==> config.mk <==
export PLATFORM = sky130hd
export DESIGN_NAME = card_shoe
export DESIGN_NICKNAME = d
export VERILOG_FILES = /design/src/rtl/card_pkg.sv /design/src/rtl/card_shoe_rank_counter.sv /design/src/rtl/card_shoe.sv
export SDC_FILE = /design/constraint.sdc
export NUM_CORES = 1
export LEC_CHECK = 0
export CAP_MARGIN = 0
export CORE_UTILIZATION = 55
export CTS_CLUSTER_DIAMETER = 60
export DETAILED_ROUTE_END_ITERATION = 12
export HOLD_SLACK_MARGIN = 0.08
export PLACE_DENSITY = 0.77
export SYNTH_ARGS = -nofsm -noshare
export SYNTH_HDL_FRONTEND = slang
export SYNTH_SLANG_ARGS = --single-unit
==> constraint.sdc <==
create_clock -name slow_clock -period 6.7 [get_ports slow_clock]
set_clock_uncertainty 0.05 [all_clocks]
set_input_delay 1.675 -clock slow_clock [delete_from_list [all_inputs] [get_ports slow_clock]]
set_output_delay 1.675 -clock slow_clock [all_outputs]
set_load 0.01 [all_outputs]
==> src/rtl/card_pkg.sv <==
`default_nettype none
// ============================================================================
//  Module   : card_pkg
//  Purpose  : Shared types and constants for the card shoe and its helpers.
//             card_t holds a rank 1..13 (A=1, J=11, Q=12, K=13).
//             next_rank() steps a rank with the 13 -> 1 wrap.
//  Revision : 1.0  initial release
// ============================================================================
package card_pkg;

    typedef logic [3:0] card_t;

    localparam card_t RANK_MIN = 4'd1;
    localparam card_t RANK_MAX = 4'd13;

    typedef enum logic [1:0] {
        IDLE   = 2'd0,
        SEARCH = 2'd1,
        EMPTY  = 2'd2
    } shoe_state_t;

    // Any value outside 1..12 (including the illegal 0 and 14..15) steps to
    // RANK_MIN, so a corrupted rank self-heals on the next step.
    function automatic card_t next_rank(input card_t r);
        if (r >= RANK_MIN && r < RANK_MAX) begin
            return r + 4'd1;
        end
        return RANK_MIN;
    endfunction

endpackage
`default_nettype wire

==> src/rtl/card_shoe_rank_counter.sv <==
`default_nettype none
// ============================================================================
//  Module   : rank_counter
//  Purpose  : Free-running rank counter 1..13 with 13 -> 1 wrap. Advances on
//             every clock edge; used as the card shoe's rank source.
//  Ports    : clk    - clock
//             rst_n  - asynchronous active-low reset (counter -> 1)
//             o_rank - current rank, always within 1..13
//  Revision : 1.0  initial release
// ============================================================================
module rank_counter
    import card_pkg::*;
(
    input  logic       clk,
    input  logic       rst_n,
    output logic [3:0] o_rank
);

    card_t r_rank;

    always_ff @(posedge clk or negedge rst_n) begin
        if (!rst_n) begin
            r_rank <= RANK_MIN;
        end else begin
            r_rank <= next_rank(r_rank);
        end
    end

    assign o_rank = r_rank;

endmodule
`default_nettype wire

==> src/rtl/card_shoe.sv <==
`default_nettype none
// ============================================================================
//  Module   : card_shoe
//  Purpose  : Finite-deck card source. Keeps per-rank counts for NUM_DECKS
//             decks and deals one card per draw, starting at the free-running
//             rank and probing upward (13 -> 1 wrap) past exhausted ranks.
//  Ports    : slow_clock - clock
//             resetb     - asynchronous active-low reset (shoe full, IDLE)
//             draw       - deal request, sampled only in IDLE
//             shuffle    - synchronous refill to full, wins over draw
//             new_card   - last dealt rank, held until the next deal
//             card_valid - one-cycle pulse when new_card updates
//             busy       - high while probing (SEARCH)
//             cards_left - cards remaining in the shoe
//             shoe_empty - high while in EMPTY
//  Revision : 1.0  initial release
// ============================================================================
module card_shoe
    import card_pkg::*;
#(
    parameter int NUM_DECKS = 1
)(
    input  logic       slow_clock,
    input  logic       resetb,
    input  logic       draw,
    input  logic       shuffle,
    output logic [3:0] new_card,
    output logic       card_valid,
    output logic       busy,
    output logic [7:0] cards_left,
    output logic       shoe_empty
);

    localparam logic [4:0] C_FULL_RANK = 5'(4 * NUM_DECKS);
    localparam logic [7:0] C_FULL_SHOE = 8'(52 * NUM_DECKS);

    shoe_state_t r_state;
    shoe_state_t w_state_next;

    logic [4:0]  r_count [1:13];
    logic [7:0]  r_cards_left;
    card_t       r_probe;
    card_t       r_new_card;
    logic        r_card_valid;
    logic [3:0]  w_rng;
    logic        w_hit;
    logic        w_deal;
    logic        w_start;

    rank_counter u_rng (
        .clk    (slow_clock),
        .rst_n  (resetb),
        .o_rank (w_rng)
    );

    assign w_hit   = (r_count[r_probe] != 5'd0);
    assign w_start = !shuffle && (r_state == IDLE) && draw && (r_cards_left != 8'd0);

    // ---------------------------------------------------------------- FSM
    always_ff @(posedge slow_clock or negedge resetb) begin
        if (!resetb) begin
            r_state <= IDLE;
        end else begin
            r_state <= w_state_next;
        end
    end

    always_comb begin
        w_state_next = r_state;
        w_deal       = 1'b0;
        if (shuffle) begin
            w_state_next = IDLE;
        end else begin
            case (r_state)
                IDLE: begin
                    if (draw) begin
                        w_state_next = (r_cards_left != 8'd0) ? SEARCH : EMPTY;
                    end
                end
                SEARCH: begin
                    if (w_hit) begin
                        w_deal       = 1'b1;
                        w_state_next = IDLE;
                    end
                end
                EMPTY: begin
                    w_state_next = EMPTY;
                end
                default: begin
                    w_state_next = IDLE;
                end
            endcase
        end
    end

    // ----------------------------------------------------------- datapath
    always_ff @(posedge slow_clock or negedge resetb) begin
        if (!resetb) begin
            for (int i = 1; i <= 13; i++) begin
                r_count[i] <= C_FULL_RANK;
            end
            r_cards_left <= C_FULL_SHOE;
            r_probe      <= RANK_MIN;
            r_new_card   <= 4'd0;
            r_card_valid <= 1'b0;
        end else begin
            r_card_valid <= 1'b0;
            if (shuffle) begin
                for (int i = 1; i <= 13; i++) begin
                    r_count[i] <= C_FULL_RANK;
                end
                r_cards_left <= C_FULL_SHOE;
            end else if (w_start) begin
                r_probe <= w_rng;
            end else if (w_deal) begin
                r_new_card       <= r_probe;
                r_card_valid     <= 1'b1;
                r_count[r_probe] <= r_count[r_probe] - 5'd1;
                r_cards_left     <= r_cards_left - 8'd1;
            end else if (r_state == SEARCH) begin
                r_probe <= next_rank(r_probe);
            end
        end
    end

    assign new_card   = r_new_card;
    assign card_valid = r_card_valid;
    assign busy       = (r_state == SEARCH);
    assign shoe_empty = (r_state == EMPTY);
    assign cards_left = r_cards_left;

    // A deal only happens on a non-empty rank, so neither counter can wrap.
    a_no_underflow: assert property (@(posedge slow_clock) disable iff (!resetb)
        w_deal |-> (r_count[r_probe] != 5'd0 && r_cards_left != 8'd0));

    a_rng_range: assert property (@(posedge slow_clock) disable iff (!resetb)
        (w_rng >= RANK_MIN && w_rng <= RANK_MAX));

endmodule
`default_nettype wire

After elaboration in Yosys (flattened, before gate mapping)
Cells that the tools add are included.
{"block": "word_totals", "register_bits": 88, "word_cells": 90}
{"block": "op_classes", "eq_ne": 6, "n_bitwise": 3, "magnitude_cmp": 6, "add_sub_neg": 4, "n_mux": 36, "n_reduce_logical": 16}
{"op": "$mux W65", "n": 3}
{"op": "$bwmux W65", "n": 1}
{"op": "$mux W4", "n": 7}
{"op": "$mux W8", "n": 3}
{"op": "$bmux W5 S4", "n": 1}
{"op": "$demux W5 S4", "n": 1}
{"op": "$mux W5", "n": 3}
{"op": "$mux W1", "n": 12}
{"op": "$add A4 B1 Y4 const B", "n": 2}
{"op": "$ge A4 B1 Y1 const B", "n": 2}
{"op": "$lt A4 B4 Y1 const B", "n": 2}
{"op": "$mux W2", "n": 4}
{"op": "$reduce_bool A8 Y1", "n": 1}
{"op": "$sub A8 B1 Y8 const B", "n": 1}
{"op": "$logic_and A1 B1 Y1", "n": 6}
{"op": "$pmux W2 S3", "n": 1}
{"op": "$reduce_and A3 Y1", "n": 2}
{"op": "$ge A5 B5 Y1 const B", "n": 1}
{"op": "$lt A5 B1 Y1 const B", "n": 1}
{"op": "$not A4 Y5", "n": 1}
{"op": "$reduce_bool A5 Y1", "n": 1}
{"op": "$sub A5 B1 Y5 const B", "n": 1}
{"op": "$reduce_and A2 Y1", "n": 2}
{"op": "$reduce_bool A2 Y1", "n": 2}
{"op": "other kinds (9)", "n": 10}

Longest topological paths before layout
{"block": "logic_depth", "word_depth": 15, "mapped_depth": 15, "mapped_depth_nobuf": 9}

By module
From an unflattened synthesis, not the netlist that was laid out.
{"block": "unflattened", "hier_cells": 515, "hier_area_um2": 5227.5}
{"module": "card_shoe", "area_per_inst_um2": 4986.0, "cells_each": 493, "seq_area_each_um2": 2123.3, "instances": 1}
{"module": "rank_counter", "area_per_inst_um2": 241.5, "cells_each": 22, "seq_area_each_um2": 101.3, "instances": 1}

Worst setup path before layout
No wires, ideal clock.
{"block": "synth_timing", "kind": "reg-to-reg", "start": "register r_probe[0]", "end": "register r_count[0] (netlist bit)", "t_required_ns": 6.529, "synth_period_minus_slack_ns": 3.034, "slack_ns": 3.666, "t_arrival_ns": 2.863, "stages_incl_launch_ff": 15, "path_cell_list": "dfstp_2 buf_6 buf_8 mux4_1 nor2_1 nor3_1 a211oi_2 ha_1 and3b_1 buf_2 a31oi_2 buf_6 and2_4 buf_6 a22o_1"}
{"block": "synth_between", "elab_chain_len": 10, "word_cells_on_any_way": 20}
{"item": "from (decl)", "line_no": "card_shoe.sv:42", "text": "card_t r_probe;"}
{"item": "from (signal assigned)", "line_no": "card_shoe.sv:114", "text": "r_probe <= w_rng;"}
{"item": "from (signal assigned)", "line_no": "card_shoe.sv:121", "text": "r_probe <= next_rank(r_probe);"}
{"item": "$not A4 Y5 (not written as such) (*)", "line_no": "card_shoe.sv:56, card_shoe.sv:118"}
{"item": "parallel branches: the longest is 9 deep, another holds $sub A5 B1 Y5"}
{"item": "to (signal, indexed assignment)", "line_no": "card_shoe.sv:118", "text": "r_count[r_probe] <= r_count[r_probe] - 5'd1;"}
{"item": "to (decl)", "line_no": "card_shoe.sv:40", "text": "logic [4:0] r_count [1:13];"}
Every way passes the cells marked *. The select of a mux whose other input is x is not followed.
A chain may end at the register's enable or synchronous reset.

Final worst setup path
{"block": "layout_timing", "start": "register r_probe[2]", "end": "register r_count[61] (netlist bit)"}
Same word-level chain as after synthesis.

==> impl_metrics.env <==
export IMPL_reg2reg_depth=9
export IMPL_area_growth_pct=8.09
export IMPL_tritoncts="done"
export IMPL_viasPerCell=6.57
export IMPL_grt_pass1_vias=3384
export IMPL_synth_seq_cells=88
export IMPL_fmax_mhz=238
export IMPL_ys_seq_area_share_pct=48.4
export IMPL_finalWirelength_um=10900
export IMPL_async_flop_share_pct=100
export IMPL_drive_gt1_share_pct=14.8
export IMPL_avgSynthCellArea_sq_um=11.2
export IMPL_cp_start_kind="flop"
export IMPL_slew_headroom_pct=19.9
export IMPL_synthFlopType="dfrtp_1"
export IMPL_yosys_warnings=0
export IMPL_rsz0062_at_grt="no"
export IMPL_worst_setup_path_end_kind="flop"
export IMPL_post_cts_setup_buffer_count=0
export IMPL_post_route_min_period_ns=4.20
export IMPL_antenna_found_initial=0
export IMPL_fp_dieH_um=93.4
export IMPL_timing_rr_start="r_probe[2]"
export IMPL_crit_fanout=32
export IMPL_utilization_pct=63.0
export IMPL_place_congestion=0.880
export IMPL_slew_viol_final=0
export IMPL_fin_nets=429
export IMPL_r2r_slack_ns=2.50
export IMPL_crit_arrival_ns=4.41
export IMPL_min_period_over_period_pct=62.7
export IMPL_drt_iter0_markers=292
export IMPL_critPathBufInv=0
export IMPL_grt_pass1_wl_um=17800
export IMPL_htree_levels=3
export IMPL_globalRouteTotalUtil_pct=27.5
export IMPL_hold_buffers=0
export IMPL_dieArea_sq_um=8730
export IMPL_port_buffers=18
export IMPL_min_from="r_count[57]"
export IMPL_fp_coreArea_sq_um=7890
export IMPL_max_stage_delay_ns=1.09
export IMPL_hold_path_class="reg -> reg"
export IMPL_cts_root_buf="clkbuf_8"
export IMPL_reg2reg_to="r_count[61]"
export IMPL_critPathTopFamily="compound AO/OA/AOI/OAI gates"
export IMPL_grt_max_degree=55
export IMPL_ir_drop_v=0.000162
export IMPL_dp_hpwl_um=7160
export IMPL_ant_nets=0
export IMPL_syn_inst=409
export IMPL_min_path_cells=2
export IMPL_crit_path_cell_trace="nand3b_1 > o22ai_1 > a21oi_1 > o21a_1 > ha_1 > and3b_1 > a31oi_4 > a21oi_1 > a2bb2o_1"
export IMPL_status="finished clean"
export IMPL_netlist_area_sq_um=4600
export IMPL_setup_violations=0
export IMPL_start_util_pct=58.3
export IMPL_synth_edf_count=0
export IMPL_leakage_nw=2.25
export IMPL_cts_made_buffers=9
export IMPL_n_antenna_cell=0
export IMPL_wl_per_cell_um=20.8
export IMPL_synthesis_nets=423
export IMPL_die_width_um=93.4
export IMPL_core_rowCount=32
export IMPL_synth_distinct_cells=67
export IMPL_finalHoldViolations=0
export IMPL_dr_pass1_iters=4
export IMPL_clock_latency_ns=0.38
export IMPL_cts_resized=0
export IMPL_required_ns=6.91
export IMPL_overflow=0
export IMPL_cp_slowest_cell="dfrtp_1"
export IMPL_cap_violations=0
export IMPL_clock_path_buffers=2
export IMPL_vias=3430
export IMPL_tightest_slew_ns=1.20
export IMPL_min_to="r_count[57]"
export IMPL_cpMostUsedCell="a21oi_1"
export IMPL_p_per_area_nw_per_um2=337
export IMPL_ioPinCount=19
export IMPL_cp_depth=9
export IMPL_clkSinkCount=88
export IMPL_clk_pin_slew_ns=0.11
export IMPL_worstSetupPathType="reg -> reg"
export IMPL_tns_ns=0
export IMPL_drc=0
export IMPL_fillers=599
## cells by family (layout without fill, tap and decap cells)
family,count (synthesis),in the layout,synth area share [%]
AOI/OAI and AO/OA,127,127,23.0
and+or+nand+nor,104,104,12.2
DFF,88,88,48.4
buffers and inverters,49,60,5.34
muxes,28,28,7.81
adders and majority gates,10,10,2.72
xor gates and xnor gates,3,3,0.572
## power by group
group | switching [W] | total (W) | internal, W
Clock | 0.000225 | 0.000372 | 0.000147
Combinational | 0.000388 | 0.000625 | 0.000237
Sequential | 0.0000938 | 0.000679 | 0.000585
Total | 0.000708 | 0.00168 | 0.000969
## layout by cell type (no fill, tap or decap), drive strengths merged, types with 3 or more instances in the layout
| cell type | n |
|---|---|
| o2bb2ai | 5 |
| clkdlybuf4s50 | 17 |
| o22ai | 3 |
| inv | 25 |
| a211oi | 3 |
| ha | 10 |
| mux2i | 13 |
| nor3 | 6 |
| nor2 | 20 |
| a22oi | 12 |
| clkinv | 3 |
| mux4 | 5 |
| a221oi | 3 |
| and3 | 4 |
| and2 | 13 |
| nor2b | 10 |
| nand3b | 4 |
| a21oi | 22 |
| a32o | 13 |
| mux2 | 10 |
| dfrtp | 70 |
| nand3 | 8 |
| clkbuf | 9 |
| a2bb2o | 21 |
| a31oi | 6 |
| dfstp | 18 |
| o21ai | 6 |
| buf | 5 |
| nand4 | 4 |
| nand2 | 23 |
| nand2b | 5 |
| a22o | 13 |
## registers in the layout, summed over array words and instances, names as in the netlist
name          flops
card_valid        1
new_card          4
r_count          65
u_rng.o_rank      4
r_state           2
r_probe           4
cards_left        8
## metrics by stage
stage	total power [W]	hold WS, ns	std cells	setup slack (ns)	instance area, sq um
after CTS	0.00167	0.431	522	2.68	4970
after floorplan	0.00114	0.398	409	3.67	4600
after global routing	0.00176	0.440	522	2.35	4970
after detailed placement	0.00131	0.411	506	2.67	4770
final	0.00168	0.429	522	2.50	4970
after global placement	0.00130	0.414	506	2.64	4770
## cell usage after synthesis (8+ instances only)
| cell | instances | area (sq um) |
|---|---|---|
| nand2_1 | 23 | 86.3 |
| a2bb2o_1 | 21 | 210 |
| nand3_1 | 8 | 40.0 |
| a22oi_1 | 12 | 90.1 |
| inv_1 | 22 | 82.6 |
| ha_1 | 10 | 125 |
| a32o_1 | 13 | 130 |
| dfstp_2 | 18 | 473 |
| clkbuf_1 | 8 | 30.0 |
| a22o_1 | 13 | 114 |
| nor2b_1 | 10 | 62.6 |
| nor2_1 | 20 | 75.1 |
| mux2i_1 | 13 | 130 |
| and2_1 | 12 | 75.1 |
| dfrtp_1 | 70 | 1750 |
| a21oi_1 | 17 | 85.1 |
## worst max-delay path by stage
stage,from,end,slack [ns]
after floorplan,r_probe[0],r_count[0],3.67
after global placement,shuffle,r_count[62],2.64
after detailed placement,r_probe[2],r_count[61],2.67
after CTS,r_probe[2],r_count[61],2.68
after global routing,r_probe[2],r_count[44],2.35
final,r_probe[2],r_count[61],2.50
## final cells by class
cell class | instances | area (sq um) | share of cell area [%]
Sequential cell | 88 | 2220 | 44.8
Multi-Input combinational cell | 272 | 2130 | 42.8
Timing Repair Buffer | 22 | 208 | 4.18
Tap cell | 102 | 128 | 2.57
Clock buffer | 9 | 124 | 2.49
Inverter | 22 | 82.6 | 1.66
Clock inverter | 7 | 75.1 | 1.51
## tightest hold or removal path, stage by stage (launching register included)
cell     delay (ns)
dfstp_2        0.38
inv_1          0.04
a22oi_1        0.06
## routing by layer
metal,GRT usage [%],part of all wire [%],vias to the layer above
met5,0,0,-
met4,10.0,1.8,0
met3,5.12,6.5,15
met2,43.9,47,146
met1,37.4,45,1720
li1,-,-,1549
Note: power is estimated with default switching activity, not from simulation.
==> edit 1: new RTL, config.mk and constraints unchanged <==
Reset style: synchronous (`resetb` and `rst_n`), changed in 3 clocked blocks. Comments in the files are not updated.
--- a/src/rtl/card_shoe_rank_counter.sv
+++ b/src/rtl/card_shoe_rank_counter.sv
@@ -18,7 +18,7 @@
 
     card_t r_rank;
 
-    always_ff @(posedge clk or negedge rst_n) begin
+    always_ff @(posedge clk) begin
         if (!rst_n) begin
             r_rank <= RANK_MIN;
         end else begin
--- a/src/rtl/card_shoe.sv
+++ b/src/rtl/card_shoe.sv
@@ -57,7 +57,7 @@
     assign w_start = !shuffle && (r_state == IDLE) && draw && (r_cards_left != 8'd0);
 
     // ---------------------------------------------------------------- FSM
-    always_ff @(posedge slow_clock or negedge resetb) begin
+    always_ff @(posedge slow_clock) begin
         if (!resetb) begin
             r_state <= IDLE;
         end else begin
@@ -94,7 +94,7 @@
     end
 
     // ----------------------------------------------------------- datapath
-    always_ff @(posedge slow_clock or negedge resetb) begin
+    always_ff @(posedge slow_clock) begin
         if (!resetb) begin
             for (int i = 1; i <= 13; i++) begin
                 r_count[i] <= C_FULL_RANK;
Behaviour: differs if resetb is asserted again (counterexample within 4 cycles, from zero or initial values and one cycle with resetb low); with resetb held inactive, the same outputs for 10 cycles.
==> edit 1 against the original RTL <==
  * Final area grew 13%
  * Area after synthesis grew 13%
  * Sequential cell count increased by 19
  * Cell count increased by 5.0%
  * Via count grew 2.9%
  * Synthesized cell count up 3.7%
  * Setup slack lost 0.56 ns
  * Critical path depth decreased by 1
  * Routed wire length rose by 8.1%
  * Critical endpoint is now r_count[4][1]$_SDFFCE_PN0P_
Power is not compared: it rests on default switching activity, and its combinational part moved more than twofold at a synthesized area within 25%.
==> edit 1: results (changes against the original RTL) <==
The run finished with clean final reports. By area the synthesized netlist is led by sky130_fd_sc_hd__edfxtp_1 46%, sky130_fd_sc_hd__dfxtp_1 10%, sky130_fd_sc_hd__mux4_2 6.5%. The largest net degree at the start of global routing was 31 (-44%). The first-pass GRT wire length is 18.33 mm (+2.7%).

The share of the yosys chip area belonging to registers came out at 0.5658 (+0.08172). The via total after detailed routing is 3529 (+2.9%). The share of final-layout standard cells stronger than drive strength 1 is 0.1487 (+0.001122). The arrival time at the worst endpoint came to 4.70 ns (+0.29 ns).

The number of buffers created by CTS came out at 9 (unchanged). The aggregate routed wire length is 11.77 mm (+8.1%). The via density per instance came out at 6.440 (-2.0%).

The mux share of post-synthesis cell area was 0.1191 (+0.04094). The number of buffers on the longest clock path came out at 2 (unchanged). The flip-flop count of the largest register, all copies and words added came out at 80 (+23%).

The total iterations of the first detailed-routing run came out at 5 (+1). The number of inserted filler cells in the final layout came out at 711 (+19%). The port buffer count came out at 18 (unchanged). The number of flops mapped to enable cells by yosys was 80 (+80). The mean area per synthesized cell was 12.27 um2 (+9.2%). The XOR/XNOR share of the synthesized area was 0.006736 (+0.001018). The compound-cell area share of the yosys netlist came to 0.09598 (-0.1338). The unique cell type count in the Yosys netlist is 52 (-22%). The share of flip-flops with an asynchronous set or reset after synthesis is 0 (-1.000).

The maximum net fanout on the critical path is 19 (-41%). The via count of the first global-routing pass is 3430 (+1.4%). The clock transition time at the flip-flop clock pins of the worst setup and hold paths came out at 0.09 ns (-0.02 ns). The slew at the pin closest to its max-slew limit is 1.063 ns (-0.1333 ns). The cell area after placement is 5439 um2 (+14%). The maximum ir drop on the vdd rail came out at between 0.0001 and 0.00015 V. The number of antenna repair diodes came out at 0 (unchanged).

The final weighted congestion of routability-driven global placement was 0.9499 (+8.0%). The total half-perimeter wirelength after legalization and detailed placement came to 8.221 mm (+15%). The DRC violation total after the first TritonRoute iteration came out at 296 (+1.4%). The global-route usage over all layers is 0.2534 (-0.02110). The number of nets produced by synthesis came to 439 (+3.8%).

Sorting the synthesized cells by how often they occur yields 80 x sky130_fd_sc_hd__edfxtp_1, 35 x sky130_fd_sc_hd__nand2_1, 30 x sky130_fd_sc_hd__nor2_1. The number of instances in the placed design is 533 (+5.3%). The source-to-sink clock delay at the later pin of the worst-skew pair is 0.36 ns (-0.02 ns). The post-synthesis adder-cell area fraction is 0.02646 (-0.0007643). The number of nets in the layout is 448 (+4.4%).
edit 1: cell count changes after synthesis, sizes merged, moves of 18 or more:
cell / unedited run / this run
edfxtp: 0 / 80
dfstp: 18 / 0
dfrtp: 70 / 0
dfxtp: 0 / 27
a2bb2o: 21 / 0
o21ai: 6 / 25
a21oi: 22 / 4
nor3: 6 / 29
edit 1: area by class of cell:
| cell class | count | area (um2) | area share |
|---|---|---|---|
| flip-flops and latches | 107 | 2943 | 0.5236 |
| clock buffers | 9 | 123.9 | 0.02204 |
| multi-input cells | 273 | 2064 | 0.3673 |
| well taps | 111 | 138.9 | 0.02471 |
| inverters | 18 | 67.56 | 0.01202 |
| repair buffers | 24 | 225.2 | 0.04007 |
| clock inverters | 6 | 57.56 | 0.01024 |
edit 1: routing by layer:
metal | global-route usage | vias to the layer above | share of wire
met2 | 0.4113 | 180 | 0.48
met3 | 0.05130 | 33 | 0.079
li1 | - | 1604 | -
met5 | 0 | - | 0
met4 | 0.1131 | 0 | 0.031
met1 | 0.3319 | 1712 | 0.40
edit 1: critical path: stages (launching register included):
cell	delay, ns
sky130_fd_sc_hd__dfxtp_1	0.64
sky130_fd_sc_hd__buf_4	0.42
sky130_fd_sc_hd__mux4_2	0.55
sky130_fd_sc_hd__mux4_2	0.48
sky130_fd_sc_hd__inv_1	0.12
sky130_fd_sc_hd__ha_1	0.20
sky130_fd_sc_hd__nand3_1	0.39
sky130_fd_sc_hd__o21ai_2	0.99
sky130_fd_sc_hd__o21ai_0	0.53
edit 1: power by group through the flow:
stage	clock network [mW]	registers [mW]	logic (mW)
finish	0.381	0.759	0.161
global route	0.403	0.762	0.174
global placement	0	0.773	0.154
floorplan	0	0.762	0.121
CTS	0.379	0.759	0.159
detailed placement	0	0.773	0.158
edit 1: final timing paths:
kind / end / slack (ns) / from / depth (start not counted)
max: r_count[4][1]$_SDFFCE_PN0P_ / 1.94 / flop / 8
min: u_rng.o_rank[0]$_SDFF_PN1_ / 0.42 / u_rng.o_rank[0]$_SDFF_PN1_ / 1
max reg2reg: r_count[4][1]$_SDFFCE_PN0P_ / 1.94 / flop / 8
min reg2reg: u_rng.o_rank[0]$_SDFF_PN1_ / 0.42 / u_rng.o_rank[0]$_SDFF_PN1_ / 1
edit 1: logic make-up after synthesis:
family,after synthesis
simple gates,150
flops,107
compound gates,65
buf+inv,44
mux,43
fa+ha+maj,11
xor+xnor,4
edit 1: metrics by stage:
step,hold slack [ns],worst slack (ns)
floorplan,0.3652,3.043
global placement,0.3946,2.102
detailed placement,0.4040,1.986
CTS,0.4264,1.958
global route,0.4491,1.596
finish,0.4183,1.943
==> edit 2: new RTL, same flow settings <==
Without the edit above. Set the package constant `RANK_MAX` to 4'd6 (it was 4'd13).
--- a/src/rtl/card_pkg.sv
+++ b/src/rtl/card_pkg.sv
@@ -11,7 +11,7 @@
     typedef logic [3:0] card_t;
 
     localparam card_t RANK_MIN = 4'd1;
-    localparam card_t RANK_MAX = 4'd13;
+    localparam card_t RANK_MAX = 4'd6;
 
     typedef enum logic [1:0] {
         IDLE   = 2'd0,
Behaviour: not the same (Yosys sat finds a counterexample within 10 cycles, from zero or initial values and one cycle with resetb low).
==> edit 2 against the original RTL <==
  * Routed wire length is 6.9% lower
  * Setup slack worse by 0.14 ns
  * Critical endpoint is now r_count[12]$_DFFE_PN1P_
  * Die area is 1.1% lower
  * Total power is 1.5% lower
  * Area after synthesis is 1.2% lower
  * Final area is 2.2% lower
  * Sequential cell count stayed put
  * Combinational power hardly changed
==> edit 2: results (changes against the original RTL) <==
The number of nets in the layout came out at 410 (-4.4%). The source-to-sink clock delay at the later pin of the worst-skew pair came out at 0.36 ns (-0.02 ns). The post-placement setup slack is 2.450 ns (-0.2183 ns). The flow ran to the end, and the final reports show no timing, DRC or antenna violations. The total half-perimeter wirelength after legalization and detailed placement is 6.616 mm (-7.6%).

The final weighted congestion of routability-driven global placement is 0.8448 (-3.9%). The average routed wire per standard cell came out at 20.18 um (-3.2%). The number of nets produced by synthesis came out at 412 (-2.6%). The capturing element of the worst setup path is r_count[12]$_DFFE_PN1P_. The via count of the first global-routing pass came out at 3328 (-1.7%).

By count the netlist is led by 70 x sky130_fd_sc_hd__dfrtp_1, 39 x sky130_fd_sc_hd__a22o_1, 25 x sky130_fd_sc_hd__inv_1. The DRC violation total after the first TritonRoute iteration is 329 (+13%). The mean area per synthesized cell came out at 11.44 um2 (+1.8%). The number of inserted filler cells in the final layout came out at 653 (+9.0%). The maximum ir drop on the vdd rail is 0.0002187 V (+35%).

The capture instance of the worst register-to-register path is r_count[12]$_DFFE_PN1P_. The cell area after placement is 4683 um2 (-1.8%). The worst stage delay on the critical path came to 0.65 ns (-0.44 ns). The slack of the worst reg-to-reg path came out at 2.36 ns (-0.14 ns).

The unique cell type count in the Yosys netlist is 61 (-9.0%). The share of the yosys chip area belonging to registers came out at 0.4898 (+0.005734). The maximum net fanout on the critical path is 26 (-19%). The post-route clock period utilization came to 0.6478 (+0.02105).

The CTS root buffer is sky130_fd_sc_hd__clkbuf_8. The post-CTS repair timing setup buffer count is 0 (unchanged). The worst hold endpoint is u_rng.o_rank[2]$_DFF_PN0_. The clock transition time at the flip-flop clock pins of the worst setup and hold paths came out at 0.09 ns (-0.02 ns).

The number of standard cells in the final layout excluding fillers came out at 502 (-3.8%). The worst-case reg-to-reg path depth is 10 (+1). The largest net degree at the start of global routing is 89 (+62%). The first-pass GRT wire length was 17.02 mm (-4.6%). The number of cells on the worst hold path came out at 1 (-1). The worst reg2reg path startpoint is r_probe[1]$_DFFE_PN0P_. The worst hold path begins at u_rng.o_rank[3]$_DFF_PN0_.

Sorting the synthesized cells by area gives the leading types as sky130_fd_sc_hd__dfrtp_1 39%, sky130_fd_sc_hd__dfstp_2 10%, sky130_fd_sc_hd__a22o_1 7.5%.
==> edit 2: changes by cell type after synthesis, sizes merged, moves of 4 or more <==
cell	before	now
a22o	13	39
a2bb2o	21	0
nand2	23	4
clkbuf	8	17
mux2i	13	19
nor3	6	1
o2bb2ai	5	0
a2111oi	0	4
a31oi	6	2
o22ai	3	7
==> edit 2: cell type report <==
cell class                 instances  area, um2  share of cell area
clock inverter                     6      45.04            0.009276
sequential                        88       2225              0.4581
inverter                          25      93.84             0.01932
multi-input combinational        248       2022              0.4164
tap                              102      127.6             0.02628
clock buffer                      10      127.6             0.02628
timing repair buffer              23      215.2             0.04432
==> edit 2: cell families (layout without fill, tap and decap cells) <==
group / count (synthesis) / in the layout / synth area share
AO/OA/AOI/OAI: 121 / 121 / 0.2212
flip-flops: 88 / 88 / 0.4898
AND/OR/NAND/NOR: 78 / 78 / 0.1017
buffers and inverters: 61 / 64 / 0.06639
multiplexers: 34 / 34 / 0.08402
adder cells (fa/ha/maj): 11 / 11 / 0.03030
XOR/XNOR: 3 / 3 / 0.005786
other: 1 / 1 / 0.0008257
==> edit 2: worst max-delay path: cells and delay by family, from the launching register on <==
| family | cells | cell delay (ns) |
|---|---|---|
| AOI/OAI and AO/OA | 5 | 1.67 |
| buffers and inverters | 1 | 0.44 |
| adders and majority gates | 1 | 0.22 |
| and+or+nand+nor | 2 | 0.78 |
| muxes | 1 | 0.39 |
| DFF | 1 | 0.65 |
==> edit 2: power by group <==
group / switching [mW] / leakage, nW / internal (mW)
combinational: 0.381 / 0.953 / 0.242
sequential: 0.0988 / 1.15 / 0.593
clock: 0.200 / 0.0789 / 0.136
total: 0.680 / 2.18 / 0.971
==> edit 2: layer usage <==
metal,part of all wire,track usage
met1,0.43,0.3489
met2,0.48,0.3977
met3,0.058,0.06158
met4,0.029,0.1077
met5,0,0
